**src/rtl/game_sequencer_if.sv**
```systemverilog
// Handshake bundle between the upstream coin/pattern/grader stages and game_sequencer.
// The score signal exists only when GAME_SEQUENCER_SCORE_EN is defined.
interface game_sequencer_if;
   logic [3:0] num_games;
   logic       start_game;
   logic       pattern_ready;
   logic       guess_ready;
   logic [3:0] znarly;
   logic [3:0] zood;
   logic       consume_credit;
   logic       no_credit;
   logic       guess_enable;
   logic       reveal_pattern;
   logic       game_won;
   logic       game_lost;
   logic [3:0] guesses_used;
   logic       grade_error;
`ifdef GAME_SEQUENCER_SCORE_EN
   logic [7:0] score;
`endif

   modport master (
`ifdef GAME_SEQUENCER_SCORE_EN
      input  score,
`endif
      output num_games, start_game, pattern_ready, guess_ready, znarly, zood,
      input  consume_credit, no_credit, guess_enable, reveal_pattern,
      input  game_won, game_lost, guesses_used, grade_error
   );

   modport slave (
`ifdef GAME_SEQUENCER_SCORE_EN
      output score,
`endif
      input  num_games, start_game, pattern_ready, guess_ready, znarly, zood,
      output consume_credit, no_credit, guess_enable, reveal_pattern,
      output game_won, game_lost, guesses_used, grade_error
   );
endinterface

```
**src/rtl/game_sequencer.sv**
```systemverilog
// Game-flow controller: credits, pattern wait, guess counting, win/loss and reveal.
// Optional accumulated score enabled by defining GAME_SEQUENCER_SCORE_EN.
module game_sequencer #(
   parameter int MAX_ROUNDS = 8,
   parameter int WIN_ZNARLY = 4
) (
   input logic             CLOCK_50,
   input logic             reset,
   game_sequencer_if.slave bus
);
   typedef enum logic [2:0] {IDLE, WAIT_PATTERN, PLAY, WON, LOST} state_t;

   state_t     state_reg, state_next;
   logic [3:0] used_reg, used_next;
   logic [4:0] used_inc;
   logic [4:0] grade_sum;
   logic       consume_next, no_credit_next, grade_error_next;

   logic       consume_reg, no_credit_reg, grade_error_reg;
   logic       guess_enable_reg, reveal_reg, won_reg, lost_reg;

   always_comb begin
      state_next       = state_reg;
      used_next        = used_reg;
      consume_next     = 1'b0;
      no_credit_next   = 1'b0;
      grade_error_next = 1'b0;
      used_inc         = {1'b0, used_reg} + 5'd1;
      grade_sum        = {1'b0, bus.znarly} + {1'b0, bus.zood};
      case (state_reg)
         IDLE, WON, LOST: begin
            if (bus.start_game) begin
               if (bus.num_games != 4'd0) begin
                  state_next   = WAIT_PATTERN;
                  consume_next = 1'b1;
                  used_next    = 4'd0;
               end else begin
                  no_credit_next = 1'b1;
               end
            end
         end
         WAIT_PATTERN: begin
            if (bus.pattern_ready) state_next = PLAY;
         end
         PLAY: begin
            // start_game is deliberately not looked at: a game cannot be abandoned
            if (bus.guess_ready) begin
               used_next        = used_inc[3:0];
               grade_error_next = (grade_sum > 5'd4);
               if (bus.znarly == 4'(WIN_ZNARLY))
                  state_next = WON;
               else if (used_inc == 5'(MAX_ROUNDS))
                  state_next = LOST;
            end
         end
         default: state_next = IDLE;
      endcase
   end

   always_ff @(posedge CLOCK_50) begin
      if (reset) begin
         state_reg        <= IDLE;
         used_reg         <= 4'd0;
         consume_reg      <= 1'b0;
         no_credit_reg    <= 1'b0;
         grade_error_reg  <= 1'b0;
         guess_enable_reg <= 1'b0;
         reveal_reg       <= 1'b0;
         won_reg          <= 1'b0;
         lost_reg         <= 1'b0;
      end else begin
         state_reg        <= state_next;
         used_reg         <= used_next;
         consume_reg      <= consume_next;
         no_credit_reg    <= no_credit_next;
         grade_error_reg  <= grade_error_next;
         guess_enable_reg <= (state_next == PLAY);
         reveal_reg       <= (state_next == WON) || (state_next == LOST);
         won_reg          <= (state_next == WON);
         lost_reg         <= (state_next == LOST);
      end
   end

`ifdef GAME_SEQUENCER_SCORE_EN
   logic [7:0] score_reg, score_next;
   logic [8:0] score_sum;
   logic       win_evt;

   // Fewer guesses earn more points; guesses_used is always below MAX_ROUNDS here
   always_comb begin
      win_evt    = (state_reg == PLAY) && bus.guess_ready && (bus.znarly == 4'(WIN_ZNARLY));
      score_sum  = {1'b0, score_reg} + 9'(MAX_ROUNDS) - {5'd0, used_reg};
      score_next = score_reg;
      if (win_evt)
         score_next = (score_sum > 9'd255) ? 8'd255 : score_sum[7:0];
   end

   always_ff @(posedge CLOCK_50) begin
      if (reset) score_reg <= 8'd0;
      else       score_reg <= score_next;
   end

   assign bus.score = score_reg;
`endif

   assign bus.consume_credit = consume_reg;
   assign bus.no_credit      = no_credit_reg;
   assign bus.grade_error    = grade_error_reg;
   assign bus.guess_enable   = guess_enable_reg;
   assign bus.reveal_pattern = reveal_reg;
   assign bus.game_won       = won_reg;
   assign bus.game_lost      = lost_reg;
   assign bus.guesses_used   = used_reg;
endmodule

```
**src/flat_wrapper.sv**
```systemverilog
// flat-port wrapper written by rule: the top's interface ports become plain ports
module game_sequencer_flat 
#(
   parameter int MAX_ROUNDS = 8,
   parameter int WIN_ZNARLY = 4
)
  (CLOCK_50, reset, bus_num_games, bus_start_game, bus_pattern_ready, bus_guess_ready, bus_znarly, bus_zood, bus_consume_credit, bus_no_credit, bus_guess_enable, bus_reveal_pattern, bus_game_won, bus_game_lost, bus_guesses_used, bus_grade_error);
  game_sequencer_if bus_i ();
  input logic CLOCK_50;
  input logic reset;
  input wire logic [$bits(bus_i.num_games)-1:0] bus_num_games;
  input wire logic [$bits(bus_i.start_game)-1:0] bus_start_game;
  input wire logic [$bits(bus_i.pattern_ready)-1:0] bus_pattern_ready;
  input wire logic [$bits(bus_i.guess_ready)-1:0] bus_guess_ready;
  input wire logic [$bits(bus_i.znarly)-1:0] bus_znarly;
  input wire logic [$bits(bus_i.zood)-1:0] bus_zood;
  output wire logic [$bits(bus_i.consume_credit)-1:0] bus_consume_credit;
  output wire logic [$bits(bus_i.no_credit)-1:0] bus_no_credit;
  output wire logic [$bits(bus_i.guess_enable)-1:0] bus_guess_enable;
  output wire logic [$bits(bus_i.reveal_pattern)-1:0] bus_reveal_pattern;
  output wire logic [$bits(bus_i.game_won)-1:0] bus_game_won;
  output wire logic [$bits(bus_i.game_lost)-1:0] bus_game_lost;
  output wire logic [$bits(bus_i.guesses_used)-1:0] bus_guesses_used;
  output wire logic [$bits(bus_i.grade_error)-1:0] bus_grade_error;
  assign bus_i.num_games = bus_num_games;
  assign bus_i.start_game = bus_start_game;
  assign bus_i.pattern_ready = bus_pattern_ready;
  assign bus_i.guess_ready = bus_guess_ready;
  assign bus_i.znarly = bus_znarly;
  assign bus_i.zood = bus_zood;
  assign bus_consume_credit = bus_i.consume_credit;
  assign bus_no_credit = bus_i.no_credit;
  assign bus_guess_enable = bus_i.guess_enable;
  assign bus_reveal_pattern = bus_i.reveal_pattern;
  assign bus_game_won = bus_i.game_won;
  assign bus_game_lost = bus_i.game_lost;
  assign bus_guesses_used = bus_i.guesses_used;
  assign bus_grade_error = bus_i.grade_error;
  game_sequencer #(.MAX_ROUNDS(MAX_ROUNDS), .WIN_ZNARLY(WIN_ZNARLY)) u_core (.CLOCK_50(CLOCK_50), .reset(reset), .bus(bus_i));
endmodule
```
**config.mk**
```make
export PLATFORM = sky130hd
export DESIGN_NAME = game_sequencer_flat
export DESIGN_NICKNAME = d
export VERILOG_FILES = /design/src/rtl/game_sequencer_if.sv /design/src/rtl/game_sequencer.sv /design/src/flat_wrapper.sv
export SDC_FILE = /design/constraint.sdc
export NUM_CORES = 1
export LEC_CHECK = 0
export ABC_AREA = 1
export CAP_MARGIN = 20
export CORE_MARGIN = 2
export CORE_UTILIZATION = 46
export DETAILED_ROUTE_END_ITERATION = 10
export PLACE_DENSITY = 0.82
export REMOVE_ABC_BUFFERS = 1
export SLEW_MARGIN = 20
export SYNTH_ARGS = -nofsm -noshare
export SYNTH_HDL_FRONTEND = slang
export SYNTH_SLANG_ARGS = --single-unit
export TNS_END_PERCENT = 100
```
**constraint.sdc**
```tcl
create_clock -name CLOCK_50 -period 2.3 [get_ports CLOCK_50]
set_input_delay 0.575 -clock CLOCK_50 [delete_from_list [all_inputs] [get_ports CLOCK_50]]
set_output_delay 0.575 -clock CLOCK_50 [all_outputs]
set_load 0.05 [all_outputs]
```
[Yosys cells after proc, flatten, opt, wreduce, memory -nomap -nowiden]
Cells that the tools add are included.
Storage, ports and cells
  register bits after elaboration: 14
  input port bits: 17
  output and inout port bits: 11
  logic and storage cells: 49
Cells by class
  $add $sub $neg: 2
  $lt $le $gt $ge: 1
  equal/unequal tests: 12
  multiplexer cells: 13
  bitwise gates (word level): 4
  reduce and logical (&&, ||, !) cells: 8
Operator list (count)
  $mux 3: 6
  $eq 3x2->1 const B: 4
  $mux 4: 3
  $pmux 3 s3: 1
  $reduce_or 3->1: 3
  $pmux 4 s2: 1
  $eq 3x3->1 const B: 2
  $add 4x1->5 const B: 1
  $add 4x4->5: 1
  $eq 5x4->1 const B: 1
  $gt 5x3->1 const B: 1
  $eq 4x3->1 const B: 1
  $ne 2x2->1 const B: 2
  $not 1->1: 4
  $reduce_and 4->1: 1
  $reduce_bool 4->1: 1
  $eq 3x1->1 const B: 1
  $logic_not 3->1: 1
  $mux 1: 2
  $ne 2x1->1 const B: 1
  $reduce_bool 2->1: 1
  $logic_or 1x1->1: 1

[Logic depth before layout (Yosys ltp)]
Gate-level depths: netlist of run 1.
  depth in word-level cells: 8
  gate-level depth with buffers: 8
  depth with buffers taken out: 8

[Least setup slack after synthesis of run 1]
Ideal clock, no wire load.
  path kind: input to register
  start: input bus_zood[0]
  end: register u_core.grade_error_reg (netlist: u_core.bus.grade_error)
  setup time: 112 ps
  arrival time: 1601 ps
  data required time: 2188 ps
  setup slack: 587 ps
  stages on the path: 8
  buffers on the path: 0
  path through: ha_1 > inv_1 > fa_1 > inv_1 > o21ai_0 > nand3_1 > nor2_1 > nor2_1
Between the ends
  cells in the longest elaborated chain, start to end: 2
Ends and longest elaborated chain
  from (decl): line flat_wrapper.sv:16  | input wire logic [$bits(bus_i.zood)-1:0] bus_zood;
  $add 4x4->5: line game_sequencer.sv:29  | grade_sum = {1'b0, bus.znarly} + {1'b0, bus.zood};
  $gt 5x3->1: line game_sequencer.sv:49  | grade_error_next = (grade_sum > 5'd4);
  to (signal assigned): line game_sequencer.sv:76  | grade_error_reg <= grade_error_next;
  to (decl): line game_sequencer.sv:19  | logic consume_reg, no_credit_reg, grade_error_reg;
No other way between the ends.
A chain may end at the register's enable or synchronous reset.

[Final worst setup path of run 1]
  start: register u_core.used_reg[2] (netlist: u_core.bus.guesses_used[2])
  end: output bus_guesses_used[2]
RTL lines
  from (decl): line game_sequencer.sv:14  | logic [3:0] used_reg, used_next;
  from (signal assigned): line game_sequencer.sv:73  | used_reg <= used_next;
  to (decl): line flat_wrapper.sv:23  | output wire logic [$bits(bus_i.guesses_used)-1:0] bus_guesses_used;
No word-level cell between the ends.

==> impl_metrics.tcl, run 1 <==
set metrics [dict create \
    status "complete, no violations" \
    min_period_over_period_pct 90.87 \
    synth_top_cell_area_share_pct 36.36 \
    synth_ff_type "dfxtp_1" \
    reg2reg_depth 8 \
    cts.sinks 14 \
    max_clock_freq_ghz 0.4785 \
    ys_types 20 \
    synthXorXnorAreaFrac_pct 1.136 \
    syn_area_per_cell_um2 7.071 \
    synth.ff_latch_count 14 \
    max-cap-violations 0 \
    clk_latency_ns 0.28 \
    crit_cells 1 \
    synth_area_um2 770.7 \
    cts-root-buf "clkbuf_4" \
    layout.nets 164 \
    synthArstFlopShare_pct 0 \
    overflow 0 \
    die_h_um 44.94 \
    cp_data_arrival_time_ns 1.51 \
    holdPathStages 2 \
    cts_resized 0 \
    diodes 0 \
    final_layout_size_suffix_gt1_share_pct 7.143 \
    dieArea_um2 2019 \
    firstDrtPassIters 4 \
    path_clk_slew_ns 0.08 \
    setup_viol 0 \
    synthCells 109 \
    tns_ns 0 \
    tightest_slew_ns 0.4979 \
    first_iter_violations 24 \
    yosysWarnings 0 \
    crit_buf_inv 1 \
    powerDensity_nw_per_um2 540.6 \
    coreArea_um2 1541 \
    synth.most_common_cell "inv_1" \
    cts_tree "built" \
    dp_hpwl_um 1312 \
    die_x_um 44.94 \
    dpl-instance-area_um2 1061 \
    synth_top_family_by_area "simple AND/OR/NAND/NOR gates" \
    synth_commonest_cells "21 x inv_1, 20 x nand2_1, 15 x nor2_1" \
    muxShareOfSynthArea_pct 0 \
    critPathTopFamily "buffers and inverters" \
    cts_max_level 1 \
    synthSimpleGateAreaFrac_pct 30.68 \
    period_needed_ns 2.090 \
    max_stage_delay_ns 0.83 \
    grt_max_degree 9 \
    vias_per_cell 4.968 \
    skew_ns 0.002269 \
    routed_wl_um 1584 \
    area_growth_pct 42.37 \
    routabilityCongestion 0.8867 \
    synthAdderAreaFrac_pct 10.71 \
    fin_area_um2 1097 \
    rsz0062_at_grt "no" \
    placedCellCount 152 \
    ant_nets 0 \
    crit_slowest_cell "clkdlybuf4s50_1" \
    start_util_pct 50.00 \
    p_leak_nw 0.5220 \
    cp.required_ns 1.73 \
    post_cts_buffers 0 \
    synth_seq_area_share_pct 36.36 \
    dr_total_vias 775 \
    portBuffers 27 \
    largest_register_ffs 4 \
    synth_edf_count 0 \
    ioPinCount 28 \
    relSlewSlack_pct 66.71 \
    instances_no_fill 156 \
    grt_usage_pct 18.74 \
    wire_per_inst_um 10.15 \
    route.detailed.drc 0 \
    num_rows 14 \
    finalHoldViolations 0 \
    hold_buffers 0 \
    crit_path_end_kind "primary output" \
    final_max_slew_viol_count 0 \
    first_global_vias 741 \
    antenna_found_initial 0 \
    cts_buffers 3 \
    crit_fanout 5 \
    yosysTopAreaCell "dfxtp_1" \
    synth_area_leaders "dfxtp_1 36%, inv_1 10%, nand2_1 9.7%, ha_1 8.1%, nand3_1 7.8%" \
    ir_worst_vdd_uv 351.3 \
    hp-class "flop to flop" \
    clockBufferDepth 2 \
    path_cells "clkdlybuf4s50_1" \
    synth-compound-area-share_pct 10.88 \
    criticalPathCategory "flop to primary output" \
    startpoint_type "flop" \
    grt_pass1_wl_um 2794 \
]
[per-layer routing]
metal	track usage [%]	vias to the layer above	wire [um]
li1	-	408	-
met1	23.19	338	687
met2	32.57	26	771
met3	3.600	3	108
met4	5.882	0	17
met5	0	-	0
[cell usage in the layout (no fill, tap or decap)]
master / n
clkdlybuf4s50_1: 27
ha_1: 5
nand3_1: 12
nor3_1: 2
nor2_2: 1
nand3_2: 1
nand2_2: 3
a31oi_1: 2
a21o_1: 1
o21ai_1: 1
inv_1: 21
xnor2_1: 1
fa_1: 1
nand2_1: 20
clkbuf_4: 3
o211ai_1: 2
a21boi_2: 1
a21oi_1: 3
o21ai_0: 2
nor2_1: 15
dfxtp_1: 14
o21bai_1: 1
clkbuf_8: 1
[power by group]
part / switching (mW) / internal [mW]
combinational: 0.0871 / 0.0687
sequential: 0.00853 / 0.253
clock: 0.0796 / 0.0963
[path summary, 6_finish.rpt]
check,to,slack (ns),from
max,bus_guesses_used[2],0.21,u_core.bus.guesses_used[2]
min,u_core.bus.guesses_used[3],0.53,u_core.bus.guesses_used[3]
max reg2reg,u_core.bus.reveal_pattern,0.99,u_core.bus.guesses_used[1]
min reg2reg,u_core.bus.guesses_used[3],0.53,u_core.bus.guesses_used[3]
[through the flow]
| step | worst slack (ns) | power [mW] | util, % | hold WS [ns] |
|---|---|---|---|---|
| floorplan | 0.5873 | 0.3632 | - | 0.5360 |
| global route | 0.1579 | 0.6246 | 71.19 | 0.5656 |
| finish | 0.2101 | 0.5932 | 71.19 | 0.5289 |
| global placement | 0.05986 | 0.4182 | 68.83 | 0.5117 |
| detailed placement | 0.008795 | 0.4234 | 68.83 | 0.5222 |
| CTS | 0.2074 | 0.5994 | 71.19 | 0.5328 |
[kinds of logic (layout without fill, tap and decap cells)]
logic type | count (synthesis) | after routing
AND/OR/NAND/NOR | 54 | 54
flip-flops | 14 | 14
AO/OA/AOI/OAI | 13 | 13
buffers and inverters | 21 | 52
adder cells (fa/ha/maj) | 6 | 6
XOR/XNOR | 1 | 1
[layout make-up]
type,instances,area (um2)
Timing Repair Buffer,27,270.3
Inverter,21,78.83
Fill cell,132,444.2
Sequential cell,14,280.3
Tap cell,16,20.02
Multi-Input combinational cell,74,411.6
Clock buffer,4,36.28
(Power assumes the default switching activity.)
==> inputs of run 2 (changes only) <==
--- a/config.mk
+++ b/config.mk
@@ -8,9 +8,9 @@
 export ABC_AREA = 1
 export CAP_MARGIN = 20
 export CORE_MARGIN = 2
-export CORE_UTILIZATION = 46
+export CORE_UTILIZATION = 39
 export DETAILED_ROUTE_END_ITERATION = 10
-export PLACE_DENSITY = 0.82
+export PLACE_DENSITY = 0.74
 export REMOVE_ABC_BUFFERS = 1
 export SLEW_MARGIN = 20
 export SYNTH_ARGS = -nofsm -noshare
==> constraint.sdc (replaced) <==
create_clock -name CLOCK_50 -period 1.8 [get_ports CLOCK_50]
set_input_delay 0.45 -clock CLOCK_50 [delete_from_list [all_inputs] [get_ports CLOCK_50]]
set_output_delay 0.45 -clock CLOCK_50 [all_outputs]
set_load 0.05 [all_outputs]
==> impl_metrics.tcl, run 2 (same netlist as run 1, synthesis figures left out) <==
set metrics [dict create \
    largest_register_ffs 4 \
    pwr-share-comb_pct 26.1 \
    final_max_slew_viol_count 0 \
    path_clk_slew_ns 0.09 \
    power_switching_uw 225.5 \
    routed_wl_um 1632 \
    die_x_um 48.46 \
    firstDrtPassIters 6 \
    num_rows 16 \
    wire_per_inst_um 9.714 \
    die_h_um 48.46 \
    crit_path_end_kind "flop" \
    diodes 0 \
    max-cap-violations 0 \
    max_clock_freq_ghz 0.5914 \
    overflow 0 \
    fin_ws_ns 0.1092 \
    period_needed_ns 1.691 \
    grt_pass1_wl_um 2877 \
    first_global_vias 688 \
    tightest_slew_ns 0.2597 \
    final_layout_size_suffix_gt1_share_pct 16.31 \
    crit_fanout 2 \
    cts_buffers 3 \
    dieArea_um2 2348 \
    clockBufferDepth 2 \
    cts.sinks 14 \
    cts_max_level 1 \
    cts-root-buf "clkbuf_4" \
    layout_commonest_cell "inv_1" \
    relSlewSlack_pct 82.61 \
    antenna_found_initial 0 \
    internal_power_uw 531.3 \
    cts_tree "built" \
    grt_usage_pct 15.78 \
    post-route-util_pct 57.57 \
    tns_ns 0 \
    portBuffers 27 \
    status "complete, no violations" \
    ioPinCount 28 \
    ant_nets 0 \
    cp_data_arrival_time_ns 1.88 \
    route.detailed.drc 0 \
    finalHoldViolations 0 \
    area_growth_pct 42.05 \
    cp.required_ns 1.99 \
    first_iter_violations 17 \
    coreArea_um2 1902 \
    rsz0062_at_grt "no" \
    start_util_pct 40.53 \
    dp_slack_ns -0.3605 \
    criticalPathCategory "primary input to flop" \
    setup_viol 0 \
    layout.nets 165 \
    ir_worst_vdd_uv 322.5 \
    vias_per_cell 4.565 \
    netSwitchingFraction_pct 29.80 \
    skew_ns 0.006463 \
    min_period_over_period_pct 93.93 \
    post_cts_buffers 0 \
    layout_common_cells "21 x inv_1, 20 x nand2_1, 15 x nor2_1" \
    powerDensity_nw_per_um2 691.3 \
    clockPowerShare_pct 29.7 \
    seq_power_share_pct 44.2 \
    p_leak_nw 0.5572 \
    routabilityCongestion 0.7583 \
    startpoint_type "primary input" \
    grt_max_degree 9 \
    hp-class "flop to flop" \
    dr_total_vias 767 \
    hold_buffers 0 \
    clk_latency_ns 0.28 \
    dp_hpwl_um 1319 \
]
==> run 2: changes by cell type in the layout (fill, tap and decap cells not counted), sizes merged <==
cell,previous run,this run
dlymetal6s2s,0,1
clkdlybuf4s50,27,14
dlygate4sd2,0,1
buf,0,12
==> run 2: worst paths after layout <==
path,start,endpoint,slack (ns),depth (start not counted)
max,bus_znarly[1],u_core.bus.grade_error,0.11,8
min,u_core.bus.guesses_used[0],u_core.bus.guesses_used[0],0.53,2
max reg2reg,u_core.bus.guesses_used[1],u_core.bus.game_won,0.49,8
min reg2reg,u_core.bus.guesses_used[0],u_core.bus.guesses_used[0],0.53,2
==> run 2: per-stage QoR <==
stage	power [mW]	hold WS (ns)	std cells	area (um2)
after global routing	0.8096	0.5623	168	1095
after CTS	0.7661	0.5327	168	1092
after global placement	0.5337	0.5154	164	1055
after floorplan	0.4641	0.5224	109	770.7
final	0.7568	0.5256	168	1095
after detailed placement	0.5391	0.5200	164	1055
==> run 2: cell type report <==
type | instances | area (um2)
clock buffer | 4 | 36.28
fill | 181 | 807.0
inverter | 21 | 78.83
multi-input combinational | 74 | 414.1
sequential | 14 | 280.3
tap | 27 | 33.78
timing repair buffer | 28 | 251.5
==> run 2: worst max-delay path: stages <==
cell	delay [ns]
clkdlybuf4s50_1	0.48
inv_1	0.07
fa_1	0.43
xnor2_1	0.14
o21ai_1	0.07
nand3_1	0.08
nor2_1	0.10
nor2_1	0.04
==> run 2: power groups by stage <==
stage	combinational (mW)	sequential, mW	clock, mW
floorplan	0.0894	0.375	0
global route	0.218	0.336	0.255
detailed placement	0.198	0.341	0
finish	0.198	0.334	0.225
global placement	0.193	0.341	0
CTS	0.199	0.334	0.233
==> run 2: metal layers <==
metal  vias up  track usage (%)  part of all wire [%]
met1       327            18.32                    45
met5         -                0                     0
met2        31            26.16                    46
met3         2            5.556                   7.2
met4         0            7.143                   1.4
li1        407                -                     -
==> run 2: what timing repair did <==
action / in CTS / in global routing
pin swaps: 2 / 4
gates resized for setup: 3 / 1
setup endpoints to repair: 1 / 1
endpoints found under the hold margin: 0 / 0
==> inputs of run 3 (changes only) <==
--- a/config.mk
+++ b/config.mk
@@ -6,6 +6,7 @@
 export NUM_CORES = 1
 export LEC_CHECK = 0
 export ABC_AREA = 1
+export ABC_CLOCK_PERIOD_IN_PS = 1800
 export CAP_MARGIN = 20
 export CORE_MARGIN = 2
 export CORE_UTILIZATION = 39
==> results of run 3 <==
Final layout, timing and power as in run 2 (identical DEF).
==> patch 1: new RTL, config.mk and constraints of run 2 <==
Encoding of `state_t`: now one-hot (5 bits for 5 states).
--- a/src/rtl/game_sequencer.sv
+++ b/src/rtl/game_sequencer.sv
@@ -8,7 +8,7 @@
    input logic             reset,
    game_sequencer_if.slave bus
 );
-   typedef enum logic [2:0] {IDLE, WAIT_PATTERN, PLAY, WON, LOST} state_t;
+   typedef enum logic [4:0] {IDLE = 5'b00001, WAIT_PATTERN = 5'b00010, PLAY = 5'b00100, WON = 5'b01000, LOST = 5'b10000} state_t;
 
    state_t     state_reg, state_next;
    logic [3:0] used_reg, used_next;
Behaviour: no difference found for any inputs over 10 cycles, from zero or initial values and one cycle with reset high; not proved beyond that.
==> patch 1 against run 2 <==
Sequential cell count grew 2. Maximum frequency shrank 4.6%. Synthesized cell count grew 17%. Synthesized area grew 22%. Global-route usage grew 1.2 points. Via count grew 17%. Die area grew 20%. Total power grew 17%. Final area grew 18%. Cell count grew 14%. Wire length grew 22%. Setup slack lost 81 ps. Critical endpoint unchanged. Largest cell class unchanged.
==> patch 1: results (changes against run 2) <==
stage,metric,value,unit,change
synth,Post-synth ARST share,0,,unchanged
clock_tree,worst-skew pair later-pin latency,290,ps,
hold_path,Hold WC Path Type,reg2reg,,
status,status,"complete, no violations",,
setup_path,slowest CP cell,fa_1,,
place,routability cong.,0.827,,+9.0%
synth,post-synthesis adder-cell area fraction,0.0880,,-0.0191
detailed_routing,drt pass-1 iters,4,,-2
setup_path,worst setup path start,bus_zood[0],,
timing,skew final,3.02,ps,-3.45 ps
detailed_routing,DR iter-0 viols,8,,-9
setup_path,"reg-to-reg slack, setup",400,ps,-90 ps
synth,Synth Area in Compound Gates,0.0827,,-0.0261
synth,post-synthesis xor/xnor area fraction,0.00933,,-0.00203
place,HPWL after DPL,1670,µm,+26%
timing,max-slew violations,0,,unchanged
synth,top post-synthesis cells by area,"dfxtp_1 (34%), nand2_1 (11%), inv_1 (7.2%)",,
setup_path,end point of the critical path,u_core.bus.grade_error$_SDFF_PP0_,,
global_routing,pin count of the biggest net entering global routing,10,,+1
setup_path,launch point of the worst reg-to-reg path,u_core.bus.guesses_used[0]$_SDFFE_PP0P_,,
finish,max FFs per register,5,,+1
clock_tree,Num CTS Buffers,3,,unchanged
clock_tree,clock tree buffer depth,2,,unchanged
finish,# fillers,207,,+14%
synth,Yosys warning count,0,,unchanged
finish,Nets,187,,+13%
pwr,Peak VDD IR,0.605,mV,+88%
setup_path,Reg-to-Reg End,u_core.bus.reveal_pattern$_SDFF_PP0_,,
setup_path,FF-to-FF path depth,9,,+1
clock_tree,clock tree root buffer cell,clkbuf_4,,
pwr,cell leakage power,0.000652,µW,+17%
setup_path,Worst Path Arrival,1940,ps,+60 ps
global_routing,initial antenna violation count,0,,unchanged
synth,commonest cells in the netlist,"nand2_1 (28), inv_1 (18), dfxtp_1 (16), nor2_1 (14), a21oi_1 (7)",,
global_routing,global-route wire length before repair,3400,µm,+18%
hold_path,WHS Path Cells,2,,unchanged
finish,layout cell share with drive strength beyond 1,0.221,,+0.0577
hold_path,Hold EP,u_core.bus.guesses_used[3]$_SDFFE_PP0P_,,
clock_tree,setup bufs post-CTS,0,,unchanged
global_routing,gr usage total,0.170,,+0.0122
synth,register area share after synthesis,0.341,,-0.0223
clock_tree,H-tree levels,1,,unchanged
detailed_routing,Avg WL per Cell,10.4,µm,+7.1%
finish,Antenna Diode Count,0,,unchanged
setup_path,Top Family by Delay on Critical Path,adder cells,,
synth,multiplexer share of the synthesized area,0,,unchanged
global_routing,vias in the first global route,855,,+24%
setup_path,"slowest stage delay, CP",480,ps,about the same
pwr,switch share,0.322,,+0.0243
place,PortBufs,27,,unchanged
setup_path,Crit Path Max Fanout,2,,unchanged
clock_tree,Worst-path clk slew,90,ps,about the same
synth,Synth cell types,25,,+25%
timing,Slew HR,0.834,,+0.00789
detailed_routing,routed vias,898,,+17%
clock_tree,PostCTS Resize Cnt,0,,-3
hold_path,hold path start,u_core.bus.guesses_used[3]$_SDFFE_PP0P_,,
## patch 1: changes by cell type after synthesis, sizes merged, moves of 2 or more
| cell | before | now |
|---|---|---|
| a21oi | 3 | 7 |
| a31oi | 2 | 0 |
| dfxtp | 14 | 16 |
| nand2 | 23 | 34 |
| nand3 | 13 | 10 |
| nand4 | 0 | 6 |
| nor2 | 16 | 18 |
| nor3 | 2 | 0 |
| o21ai | 3 | 1 |
| or2 | 0 | 2 |
## patch 1: cell type report
type,instances,share of cell area
Timing Repair Buffer,31,0.214
Tap cell,28,0.0272
Multi-Input combinational cell,91,0.421
Sequential cell,16,0.249
Inverter,21,0.0612
Clock buffer,4,0.0282
## patch 1: power groups by stage
stage / logic [µW] / clock network [µW] / registers [µW]
floorplan: 137 / 0 / 429
global route: 292 / 268 / 391
detailed placement: 261 / 0 / 397
global placement: 254 / 0 / 395
CTS: 262 / 249 / 388
finish: 260 / 239 / 389
## patch 1: per-stage QoR
stage / cell area [µm²] / TNS, ps / setup slack (ps) / instances / hold WS, ps
global route: 1290 / 0 / 29.1 / 191 / 533
global placement: 1250 / -242 / -242 / 187 / 479
floorplan: 938 / 0 / 152 / 128 / 519
detailed placement: 1250 / -319 / -319 / 187 / 494
CTS: 1280 / 0 / 5.87 / 191 / 511
finish: 1290 / 0 / 27.7 / 191 / 503
## patch 1: layer usage
layer	routed length, µm	up-vias	global-route usage
li1	-	481	-
met1	895	399	0.194
met2	981	12	0.283
met3	78	6	0.0593
met4	34	0	0.0769
met5	0	-	0
## patch 1: cell families after synthesis
| family | count (synthesis) |
|---|---|
| AOI/OAI and AO/OA | 13 |
| buffers and inverters | 21 |
| adders and majority gates | 6 |
| xor gates and xnor gates | 1 |
| and+or+nand+nor | 71 |
| DFF | 16 |
==> patch 2: new RTL, config.mk and constraints of run 2 <==
Made on the original files. `MAX_ROUNDS` is set to 8 in 2 places; all go to 4.
--- a/src/rtl/game_sequencer.sv
+++ b/src/rtl/game_sequencer.sv
@@ -1,7 +1,7 @@
 // Game-flow controller: credits, pattern wait, guess counting, win/loss and reveal.
 // Optional accumulated score enabled by defining GAME_SEQUENCER_SCORE_EN.
 module game_sequencer #(
-   parameter int MAX_ROUNDS = 8,
+   parameter int MAX_ROUNDS = 4,
    parameter int WIN_ZNARLY = 4
 ) (
    input logic             CLOCK_50,
--- a/src/flat_wrapper.sv
+++ b/src/flat_wrapper.sv
@@ -1,7 +1,7 @@
 // flat-port wrapper written by rule: the top's interface ports become plain ports
 module game_sequencer_flat 
 #(
-   parameter int MAX_ROUNDS = 8,
+   parameter int MAX_ROUNDS = 4,
    parameter int WIN_ZNARLY = 4
 )
   (CLOCK_50, reset, bus_num_games, bus_start_game, bus_pattern_ready, bus_guess_ready, bus_znarly, bus_zood, bus_consume_credit, bus_no_credit, bus_guess_enable, bus_reveal_pattern, bus_game_won, bus_game_lost, bus_guesses_used, bus_grade_error);
Formal check against the unedited RTL: not equivalent (Yosys sat finds a counterexample within 10 cycles, from zero or initial values and one cycle with reset high).
==> patch 2 against run 2 <==
Critical path depth unchanged. Setup slack improved by 25 ps. Synthesized area increased by 5.4%. Final area increased by 6.5%. Largest cell class unchanged. Global-route usage increased by 0.17 points. Total power decreased by 1.5%. Synthesized cell count increased by 3.7%. Via count increased by 5.1%. Sequential cell count unchanged. Highest routed layer unchanged. Wire length increased by 7.4%. Largest power group unchanged. Combinational power decreased by 5%.
==> patch 2: results (changes against run 2) <==
stage,metric,value,unit,change
detailed_routing,Post-DRT Antenna Nets,0,,unchanged
detailed_routing,via/cell ratio,4.63,,+1.5%
timing,Slew HR,0.817,,-0.00864
finish,max FFs per register,4,,unchanged
place,HPWL after DPL,1380,µm,+4.5%
setup_path,"slowest stage delay, CP",490,ps,
status,status,"complete, no violations",,
synth,commonest cells in the netlist,"inv_1 (21), nand2_1 (19), nor2_1 (15), dfxtp_1 (14), nand3_1 (13)",,
place,Place WS,-337,ps,+23.4 ps
clock_tree,clock tree root buffer cell,clkbuf_4,,
clock_tree,H-tree levels,1,,unchanged
clock_tree,worst-skew pair later-pin latency,280,ps,about the same
pwr,switch share,0.293,,-0.00529
global_routing,vias in the first global route,766,,+11%
synth,Yosys warning count,0,,unchanged
global_routing,gr usage total,0.159,,+0.00168
clock_tree,Worst-path clk slew,90,ps,about the same
place,routability cong.,0.817,,+7.7%
synth,register area share after synthesis,0.345,,-0.0185
detailed_routing,drt pass-1 iters,4,,-2
finish,layout cell share with drive strength beyond 1,0.184,,+0.0206
pwr,Peak VDD IR,0.428,mV,+33%
detailed_routing,Total Wirelength,1750,µm,+7.4%
synth,Synth cell types,23,,+15%
hold_path,Hold WC Path Type,reg2reg,,
place,placed instance area,1120,µm²,+5.8%
setup_path,Crit Path Max Fanout,2,,unchanged
setup_path,slowest CP cell,fa_1,,
finish,Nets,171,,+3.6%
synth,top post-synthesis cells by area,"dfxtp_1 (35%), inv_1 (9.7%), nand2_1 (8.8%)",,
setup_path,Worst Path Arrival,1850,ps,-30 ps
global_routing,global-route wire length before repair,3040,µm,+5.7%
timing,skew final,7.95,ps,+1.49 ps
detailed_routing,DR iter-0 viols,14,,-3
clock_tree,clock tree buffer depth,2,,unchanged
pwr,cell leakage power,0.000599,µW,+7.4%
## patch 2: power by group through the flow
stage | Combinational (µW) | Clock (µW) | Sequential, µW
floorplan | 86.6 | 0 | 365
global placement | 184 | 0 | 338
detailed placement | 187 | 0 | 339
CTS | 190 | 232 | 332
global route | 211 | 246 | 334
finish | 189 | 225 | 332
## patch 2: metal layers
metal  vias up  GRT usage  part of all wire
met5         -          0                 0
met4         0      0.116             0.024
met3         6     0.0303             0.057
met2        24      0.269              0.47
met1       345      0.177              0.45
li1        431          -                 -
## patch 2: path summary, 6_finish.rpt
kind                                                                end                                     from  slack [ps]  depth (start not counted)
worst max-delay path                  u_core.bus.grade_error$_SDFF_PP0_                            bus_znarly[1]         130                          8
worst min-delay path            u_core.bus.guesses_used[3]$_SDFFE_PP0P_  u_core.bus.guesses_used[3]$_SDFFE_PP0P_         520                          2
worst max register to register     u_core.bus.reveal_pattern$_SDFF_PP0_  u_core.bus.guesses_used[0]$_SDFFE_PP0P_         480                          8
worst min register to register  u_core.bus.guesses_used[3]$_SDFFE_PP0P_  u_core.bus.guesses_used[3]$_SDFFE_PP0P_         520                          2
## patch 2: cell families (layout without fill, tap and decap cells)
family	after synthesis	in the layout	share of synthesized area
AND/OR/NAND/NOR	56	56	0.342
AO/OA/AOI/OAI	13	13	0.0909
adder cells (fa/ha/maj)	6	6	0.102
flip-flops	14	14	0.345
XOR/XNOR	1	1	0.0108
buffers and inverters	23	57	0.109
## patch 2: layout make-up
type | count | area (µm²)
clock buffer | 4 | 36.3
fill | 197 | 796
inverter | 23 | 88.8
multi-input combinational | 76 | 445
sequential | 14 | 280
tap | 27 | 33.8
timing repair buffer | 30 | 282
## patch 2: worst min-delay path: cells and delay by family (launching register included)
kind / cells / cell delay (ps)
DFF: 1 / 340
and+or+nand+nor: 1 / 80
AOI/OAI and AO/OA: 1 / 60
## patch 2: metrics by stage
step | hold WS [ps] | std cells | setup TNS (ps) | utilization
CTS | 520 | 174 | 0 | 0.592
global route | 565 | 174 | 0 | 0.594
detailed placement | 508 | 169 | -337 | 0.569
finish | 523 | 174 | 0 | 0.594
floorplan | 519 | 113 | 0 | -
global placement | 510 | 169 | -308 | 0.569
## patch 2: timing repair
action,4_1_cts,5_1_grt
endpoints found under the setup margin,1,1
gates resized for setup,2,2
hold buffers,0,0
pin swaps,3,0
setup buffers,1,0
